<file path="config.mk">
export PLATFORM = sky130hd
export DESIGN_NAME = adder_16bit_sync_flat
export DESIGN_NICKNAME = d
export VERILOG_FILES = /design/src/rtl/adder_16bit_sync_if.sv /design/src/rtl/adder_16bit_sync.sv /design/src/flat_wrapper.sv
export SDC_FILE = /design/constraint.sdc
export NUM_CORES = 1
export LEC_CHECK = 0
export BUFFER_PORTS_ARGS = -buffer_cell sky130_fd_sc_hd__buf_2
export CAP_MARGIN = 15
export CORE_MARGIN = 4
export CORE_UTILIZATION = 51
export CTS_BUF_LIST = sky130_fd_sc_hd__clkbuf_4 sky130_fd_sc_hd__clkbuf_8
export DETAILED_ROUTE_END_ITERATION = 7
export PLACE_DENSITY_LB_ADDON = 0.1
export SLEW_MARGIN = 20
export SYNTH_ARGS = -nofsm -noshare
export SYNTH_HDL_FRONTEND = slang
export SYNTH_SLANG_ARGS = --single-unit
</file>
<file path="constraint.sdc">
create_clock -name clk -period 3 [get_ports clk]
set_input_delay 0.45 -clock clk [delete_from_list [all_inputs] [get_ports clk]]
set_output_delay 0.45 -clock clk [all_outputs]
set_load 0.1 [all_outputs]
</file>
<file path="src/rtl/adder_16bit_sync_if.sv">
// adder_16bit_sync_if: operand/result bundle for adder_16bit_sync
interface adder_16bit_sync_if;
   logic        in_valid;
   logic [15:0] a;
   logic [15:0] b;
   logic        cin;
   logic [15:0] sum;
   logic        cout;
   logic        overflow;
   logic        out_valid;
   modport master (output in_valid, a, b, cin, input sum, cout, overflow, out_valid);
   modport slave (input in_valid, a, b, cin, output sum, cout, overflow, out_valid);
endinterface

</file>
<file path="src/rtl/adder_16bit_sync.sv">
// adder_16bit_sync: registered 16-bit adder built from 4-bit CLA groups and a second-level lookahead.
// Define ADDER_16BIT_SAT_EN to clamp the sum on signed overflow.
module adder_16bit_sync #(
   parameter int WIDTH = 16,
   parameter int GROUP = 4
) (
   input logic clk,
   input logic rst,
   adder_16bit_sync_if.slave bus
);
   logic [WIDTH-1:0] g, p, c, raw, sum_d, sum_q;
   logic [3:0] gg, gp;
   logic [4:0] gc;
   logic ovf_d, cout_q, ovf_q, valid_q;
   assign g = bus.a & bus.b;
   assign p = bus.a ^ bus.b;
   for (genvar k = 0; k < WIDTH / GROUP; k++) begin : grp
      logic [3:0] gi, pi;
      assign gi = g[GROUP*k +: GROUP];
      assign pi = p[GROUP*k +: GROUP];
      assign gg[k] = gi[3] | pi[3] & gi[2] | pi[3] & pi[2] & gi[1] | pi[3] & pi[2] & pi[1] & gi[0];
      assign gp[k] = &pi;
      assign c[GROUP*k]     = gc[k];
      assign c[GROUP*k + 1] = gi[0] | pi[0] & gc[k];
      assign c[GROUP*k + 2] = gi[1] | pi[1] & gi[0] | pi[1] & pi[0] & gc[k];
      assign c[GROUP*k + 3] = gi[2] | pi[2] & gi[1] | pi[2] & pi[1] & gi[0] | pi[2] & pi[1] & pi[0] & gc[k];
   end
   // second-level lookahead: every group carry depends only on group G/P and cin
   assign gc[0] = bus.cin;
   assign gc[1] = gg[0] | gp[0] & bus.cin;
   assign gc[2] = gg[1] | gp[1] & gg[0] | gp[1] & gp[0] & bus.cin;
   assign gc[3] = gg[2] | gp[2] & gg[1] | gp[2] & gp[1] & gg[0] | gp[2] & gp[1] & gp[0] & bus.cin;
   assign gc[4] = gg[3] | gp[3] & gg[2] | gp[3] & gp[2] & gg[1] | gp[3] & gp[2] & gp[1] & gg[0]
                | gp[3] & gp[2] & gp[1] & gp[0] & bus.cin;
   assign raw = p ^ c;
   assign ovf_d = (bus.a[WIDTH-1] == bus.b[WIDTH-1]) && (raw[WIDTH-1] != bus.a[WIDTH-1]);
`ifdef ADDER_16BIT_SAT_EN
   assign sum_d = ovf_d ? (bus.a[WIDTH-1] ? 16'h8000 : 16'h7FFF) : raw;
`else
   assign sum_d = raw;
`endif
   always_ff @(posedge clk) begin
      if (rst) begin
         sum_q   <= '0;
         cout_q  <= 1'b0;
         ovf_q   <= 1'b0;
         valid_q <= 1'b0;
      end else begin
         valid_q <= bus.in_valid;
         if (bus.in_valid) begin
            sum_q  <= sum_d;
            cout_q <= gc[4];
            ovf_q  <= ovf_d;
         end
      end
   end
   assign bus.sum       = sum_q;
   assign bus.cout      = cout_q;
   assign bus.overflow  = ovf_q;
   assign bus.out_valid = valid_q;
endmodule

</file>
<file path="src/flat_wrapper.sv">
// flat-port wrapper written by rule: the top's interface ports become plain ports
module adder_16bit_sync_flat 
#(
   parameter int WIDTH = 16,
   parameter int GROUP = 4
)
  (clk, rst, bus_in_valid, bus_a, bus_b, bus_cin, bus_sum, bus_cout, bus_overflow, bus_out_valid);
  adder_16bit_sync_if bus_i ();
  input logic clk;
  input logic rst;
  input wire logic [$bits(bus_i.in_valid)-1:0] bus_in_valid;
  input wire logic [$bits(bus_i.a)-1:0] bus_a;
  input wire logic [$bits(bus_i.b)-1:0] bus_b;
  input wire logic [$bits(bus_i.cin)-1:0] bus_cin;
  output wire logic [$bits(bus_i.sum)-1:0] bus_sum;
  output wire logic [$bits(bus_i.cout)-1:0] bus_cout;
  output wire logic [$bits(bus_i.overflow)-1:0] bus_overflow;
  output wire logic [$bits(bus_i.out_valid)-1:0] bus_out_valid;
  assign bus_i.in_valid = bus_in_valid;
  assign bus_i.a = bus_a;
  assign bus_i.b = bus_b;
  assign bus_i.cin = bus_cin;
  assign bus_sum = bus_i.sum;
  assign bus_cout = bus_i.cout;
  assign bus_overflow = bus_i.overflow;
  assign bus_out_valid = bus_i.out_valid;
  adder_16bit_sync #(.WIDTH(WIDTH), .GROUP(GROUP)) u_core (.clk(clk), .rst(rst), .bus(bus_i));
endmodule
</file>
==> results.md, run 1 <==
- Top-area cell type share of the netlist area: 26.46%
- Syn Inst Count: 156
- Final Hold Violating Endpoints: 0
- First-pass DRT Iterations: 4
- H-tree Lvls: 1
- DRT Wirelength: 3232 µm
- Ant. Diodes: 0
- CTS Sinks: 19
- CP startpoint kind: input port
- Synthesized area per cell: 9.216 µm²
- R2R depth: 3
- Slew HR: 64.71%
- Routed vias/inst: 5.657
- Cts hold-fix bufs: 0
- Io pins: 55
- Critical Path Sink Type: flop
- Final worst-path cycle share: 81.36%
- Die ar.: 3733 µm²
- Drt drc: 0
- PD cells: 499.2 nW/µm²
- Combinational Power Share: 50.3%
- Setup_tns: 0 ps
- CTS Buffer Depth: 2
- YS warnings: 0
- Chip height: 61.10 µm
- Hold path depth: 3
- ANT nets after route: 0
- Arr. time, crit path: 2660 ps
- Hold EP: u_core.bus.overflow
- Total CTS buffers: 3
- Min Tclk post-route: 2441 ps
- Hold Crit Class: input port to flop
- PnR worst setup slack: 559.3 ps
- Root buffer cell: clkbuf_4
- Hold WS: 460.3 ps
- Max cap viols: 0
- Final Max Slew Viols: 0
- Worst r2r src: u_core.bus.overflow
- Post-synthesis register bit count: 19
- Min-Delay Startpoint: bus_a[15]
- CTS tree: done
- Most frequent cells in the layout: buf_2, dfxtp_1, nor2_1, ha_1, mux2i_1
- RSZ-0062 raised after global routing: false
- Int Power: 0.4624 mW
- Yosys cell types: 39
- Synth Flop Type: dfxtp_1
- RR Endpoint: u_core.bus.overflow
- Antenna violations before repair: 0
- Sequential power share: 33.2%
- Total number of vias: 1352
- Post-CTS Setup Inserts: 0
- Global Route Usage Sum: 18.46%
- Final cell utilization of the core: 67.83%
- Reg clk slew, reported paths: 110 ps
- Net Sw Frac: 47.27%
- LEAKAGE: 0.8627 nW
- WS Path Type: input port to flop
- Clock network power share: 16.5%
- Detail Placement HPWL: 2600 µm
- R2R setup slack: 2200 ps
- Post-synth EDFFs: 0
- Clock skew: 0 ps
- Synth Net Count: 212
- Final count of negative-setup-slack endpoints: 0
- Outcome: finished, final reports clean
- Ys async rst share: 0%
- Post-CTS Resized: 0
- Overflow left after global routing: 0
- Pin count of the biggest net entering global routing: 28
- Fmax: 409.7 MHz
- Pre-CTS WS: 255.1 ps
- Area contributors post-synth: dfxtp_1, ha_1, mux2i_1, fa_1, nor2_1
- Die width: 61.10 µm
- Row cnt: 18
- Post-synthesis cell area: 1438 µm²
- Post-synthesis to final-layout area growth: 22.19%
- Clk_lat worst skew: 300 ps
- Final nets: 266
- RD Place Congestion: 0.8622
- Number of global-route vias before repair: 1283
- Most common cell after layout, fill and taps aside: buf_2
- DR WL/cell: 13.52 µm
- IO buf count: 54
- Required time worst endpoint: 3220 ps
- Max rail drop VDD: 0.3842 mV
- Sequential area share after synthesis: 26.46%
- First-pass GRT wire length: 5202 µm
- Largest area contributor in the netlist: dfxtp_1
- Net Switching: 0.4146 mW
- CP Max Fanout: 5
- Slew @ Worst Pin: 529.3 ps
- Core ar.: 2590 µm²
- Layout cells sized above 1: 30.62%
- DR iter-0 viols: 29
- Starting Density: 55.51%
## state kept, by name, indices dropped and copies added, names as in the netlist
signal,cells
u_core.bus.sum,16
u_core.bus.cout,1
u_core.bus.out_valid,1
u_core.bus.overflow,1
## worst max-delay path by stage
| stage | start | end | slack [ps] | depth (start not counted) |
|---|---|---|---|---|
| after floorplan | bus_b[0] | u_core.bus.sum[13] | 540 | 9 |
| after global placement | bus_b[0] | u_core.bus.sum[13] | 360 | 10 |
| after detailed placement | bus_b[0] | u_core.bus.sum[13] | 260 | 10 |
| after CTS | bus_b[0] | u_core.bus.sum[13] | 580 | 10 |
| after global routing | bus_b[0] | u_core.bus.sum[13] | 420 | 10 |
| final | bus_b[0] | u_core.bus.sum[13] | 560 | 10 |
## kinds of logic (layout without fill, tap and decap cells)
kind of cell    after synthesis  in the layout  share of synthesized area, %
simple gates                 48             48                         17.32
compound gates               43             43                         23.94
fa+ha+maj                    20             20                         19.50
flops                        19             19                         26.46
buf+inv                      11             64                         2.872
mux                           9              9                         6.267
xor+xnor                      6              6                         3.655
## area by class of cell
cell class | instances | area (µm²)
Clock buffer | 4 | 30.03
Fill cell | 224 | 833.3
Inverter | 6 | 22.52
Multi-Input combinational cell | 126 | 1016
Sequential cell | 19 | 380.4
Tap cell | 30 | 37.54
Timing Repair Buffer | 54 | 270.3
## power by group through the flow
stage / Combinational [mW] / Clock (mW) / Sequential (mW)
2_1_floorplan: 0.167 / 0 / 0.488
5_1_grt: 0.474 / 0.162 / 0.296
3_3_place_gp: 0.434 / 0 / 0.296
4_1_cts: 0.442 / 0.153 / 0.292
3_5_place_dp: 0.441 / 0 / 0.297
6_report: 0.441 / 0.145 / 0.292
## layer usage
layer  wire (µm)  part of all wire [%]  global-route usage, %
met1        1367                    42                  19.97
met3         185                   5.7                  3.145
met5           0                     0                      0
met4          52                   1.6                  6.502
met2        1627                    50                  35.50
## critical path, cell delays in order
cell	delay, ps
buf_2	110
ha_1	300
a211o_1	360
a21oi_4	220
o211ai_4	130
o21ai_0	240
nand2b_1	100
fa_1	390
xnor2_1	140
a211oi_1	230
## synth_stat cells, types with 3 or more instances
library cell and instances:
dfxtp_1 19, nor2_1 18, ha_1 16, mux2i_1 9, a211oi_1 8, a21oi_1 7, inv_1 6, o21ai_0 6
a21o_1 5, nand2_1 5, nand2b_1 5, xnor2_1 5, fa_1 4, nand3_1 4, nor3_1 4, clkbuf_1 3
o21a_1 3
## metrics by stage
step | cell area, µm² | std cells | power, mW
after floorplan | 1438 | 156 | 0.6545
after global placement | 1727 | 235 | 0.7298
after detailed placement | 1727 | 235 | 0.7388
after CTS | 1757 | 239 | 0.8866
after global routing | 1757 | 239 | 0.9314
final | 1757 | 239 | 0.8769
No activity file was read; power rests on OpenSTA's default activity.
==> inputs of run 2 (changes only) <==
--- a/config.mk
+++ b/config.mk
@@ -8,7 +8,7 @@
 export BUFFER_PORTS_ARGS = -buffer_cell sky130_fd_sc_hd__buf_2
 export CAP_MARGIN = 15
 export CORE_MARGIN = 4
-export CORE_UTILIZATION = 51
+export CORE_UTILIZATION = 46
 export CTS_BUF_LIST = sky130_fd_sc_hd__clkbuf_4 sky130_fd_sc_hd__clkbuf_8
 export DETAILED_ROUTE_END_ITERATION = 7
 export PLACE_DENSITY_LB_ADDON = 0.1
==> constraint.sdc (replaced) <==
create_clock -name clk -period 2.1 [get_ports clk]
set_input_delay 0.315 -clock clk [delete_from_list [all_inputs] [get_ports clk]]
set_output_delay 0.315 -clock clk [all_outputs]
set_load 0.1 [all_outputs]
==> run 2 against run 1 <==
Against the previous run:
- design area increased by 7.9%
- critical path type unchanged
- sequential share of layout area decreased by 1.6 points
- global-route usage decreased by 0.074 points
- clock power increased by 37%
- combinational power increased by 53%
- non-clock buffer count increased by 14
- highest routed layer unchanged
- clock skew unchanged
- setup slack got worse by 450 ps
- largest power group unchanged
- power increased by 47%
- core utilization decreased by 5.2 points
- die area increased by 9.4%
==> results.md, run 2 (same netlist as run 1, synthesis figures left out) <==
- Hold Crit Class: input port to flop
- Min Tclk post-route: 1987 ps
- R2R depth: 3 (unchanged)
- PD cells: 679.0 nW/µm² (+36%)
- FILL cells: 285 (+27%)
- Overflow left after global routing: 0 (unchanged)
- Outcome: finished, final reports clean
- Arr. time, crit path: 2220 ps (-440 ps)
- First-pass DRT Iterations: 4 (unchanged)
- Most common cell after layout, fill and taps aside: buf_2
- LEAKAGE: 0.9299 nW (+7.8%)
- Slew HR: 67.24% (+2.5 points)
- First-pass GRT wire length: 6168 µm (+19%)
- Clock skew: 0 ps (unchanged)
- Row cnt: 20 (+2)
- Root buffer cell: clkbuf_4
- CP Cell Sequence: buf_2 > ha_4 > a211o_1 > a21oi_4 > o211ai_4 > o21ai_2 > nand2b_1 > fa_2 > xnor2_1 > a211oi_1
- Max cap viols: 0 (unchanged)
- Post-CTS Resized: 0 (unchanged)
- RSZ-0062 raised after global routing: false
- Final Max Slew Viols: 0 (unchanged)
- Total CTS buffers: 3 (unchanged)
- Max FFs per register: 16 (unchanged)
- Routed vias/inst: 5.322 (-5.9%)
- Crit-path leading delay family: compound AO/OA/AOI/OAI gates
- CTS Sinks: 19 (unchanged)
- Total power: 1.287 mW (+47%)
- Hold path depth: 2 (-1)
- Starting Density: 47.48% (-8.0 points)
- Slowest cell on the critical path: fa_2
- CP bufs+invs: 1 (unchanged)
- Die ar.: 4084 µm² (+9.4%)
- Detail Placement HPWL: 2859 µm (+10%)
- Fmax: 503.4 MHz
- Most frequent cells in the layout: buf_2, dfxtp_1, nor2_1, ha_1, buf_4
- Clk_lat worst skew: 300 ps (about the same)
- Area of the multi-input gates: 1035 µm² (+1.8%)
- Max rail drop VDD: 0.3435 mV (-11%)
- Final count of negative-setup-slack endpoints: 0 (unchanged)
- H-tree Lvls: 1 (unchanged)
- Slew @ Worst Pin: 494.9 ps (-34.46 ps)
- Cts hold-fix bufs: 0 (unchanged)
- Global Route Usage Sum: 18.38% (-0.074 points)
- RD Place Congestion: 0.8118 (-5.8%)
- RR Endpoint: u_core.bus.overflow
- Min-Delay Startpoint: bus_in_valid
- Chip height: 63.91 µm (+4.6%)
- ANT nets after route: 0 (unchanged)
- Antenna violations before repair: 0 (unchanged)
- Critical Path Sink Type: flop
- DR iter-0 viols: 61 (+110%)
- Die width: 63.91 µm (+4.6%)
- Final Hold Violating Endpoints: 0 (unchanged)
- DR WL/cell: 13.07 µm (-3.4%)
- CTS tree: done
- Worst r2r src: u_core.bus.overflow
- Slowest stage delay, CP: 340 ps (-50 ps)
- Post-synthesis to final-layout area growth: 31.85%
- DRT Wirelength: 3489 µm (+8.0%)
- Hold WS: 329.9 ps (-130.3 ps)
- CP Max Fanout: 4 (-1)
- Hold EP: u_core.bus.sum[9]
- WS Path Type: input port to flop
- Drt drc: 0 (unchanged)
- CTS Buffer Depth: 2 (unchanged)
- Final nets: 280 (+5.3%)
- Reg clk slew, reported paths: 120 ps (about the same)
- Layout cells sized above 1: 36.32% (+5.7 points)
- Pin count of the biggest net entering global routing: 21 (-25%)
- Sequential cell area: 380.4 µm² (unchanged)
- IO buf count: 54 (unchanged)
- Number of global-route vias before repair: 1490 (+16%)
- CP startpoint kind: input port
- R2R setup slack: 1250 ps (-950 ps)
- Core ar.: 3028 µm² (+17%)
- Io pins: 55 (unchanged)
- Post-CTS Setup Inserts: 0 (unchanged)
- Final worst-path cycle share: 94.60%
- Required time worst endpoint: 2330 ps (-890 ps)
- Ant. Diodes: 0 (unchanged)
- Total number of vias: 1421 (+5.1%)
## run 2: cell count changes in the layout (fill, tap and decap cells not counted)
cell / change
fa_1: -1
buf_4: +14
ha_4: +1
clkinv_2: +1
ha_1: -1
o21ai_0: -1
fa_2: +1
clkbuf_4: -1
o21ai_2: +1
## run 2: worst max path at each step
stage,startpoint,end,slack (ps),cells past startpoint
floorplan,bus_b[0],u_core.bus.sum[12],-10,9
global placement,bus_b[0],u_core.bus.sum[13],-160,10
detailed placement,bus_b[0],u_core.bus.sum[13],-200,10
CTS,bus_b[0],u_core.bus.sum[13],120,10
global route,bus_b[0],u_core.bus.sum[13],5,10
finish,bus_b[0],u_core.bus.sum[13],110,10
## run 2: area by class of cell
cell class	instances	share of cell area, %
well taps	44	2.904
repair buffers	68	19.80
clock buffers	3	1.188
clock inverters	1	0.2640
inverters	6	1.188
multi-input cells	126	54.59
flip-flops and latches	19	20.07
## run 2: report_power, final
part	total, mW	internal [mW]	switching (mW)
clock network	0.199	0.0711	0.128
registers	0.415	0.398	0.0168
logic	0.673	0.206	0.467
## run 2: metrics by stage
step                      TNS [ps]  instance area [µm²]  setup slack [ps]  cells  util (%)
after floorplan             -11.68                 1456            -11.68    156         -
after global placement      -771.6                 1868            -159.2    263     61.69
after detailed placement     -1059                 1868            -203.8    263     61.69
after CTS                        0                 1896             122.3    267     62.60
after global routing             0                 1896             5.186    267     62.60
final                            0                 1896             113.4    267     62.60
## run 2: layer usage
layer,GRT usage (%),share of wire [%],vias up
li1,-,-,714
met1,20.39,42,663
met2,34.58,52,40
met3,3.339,5.4,4
met4,6.199,0.97,0
met5,0,0,-
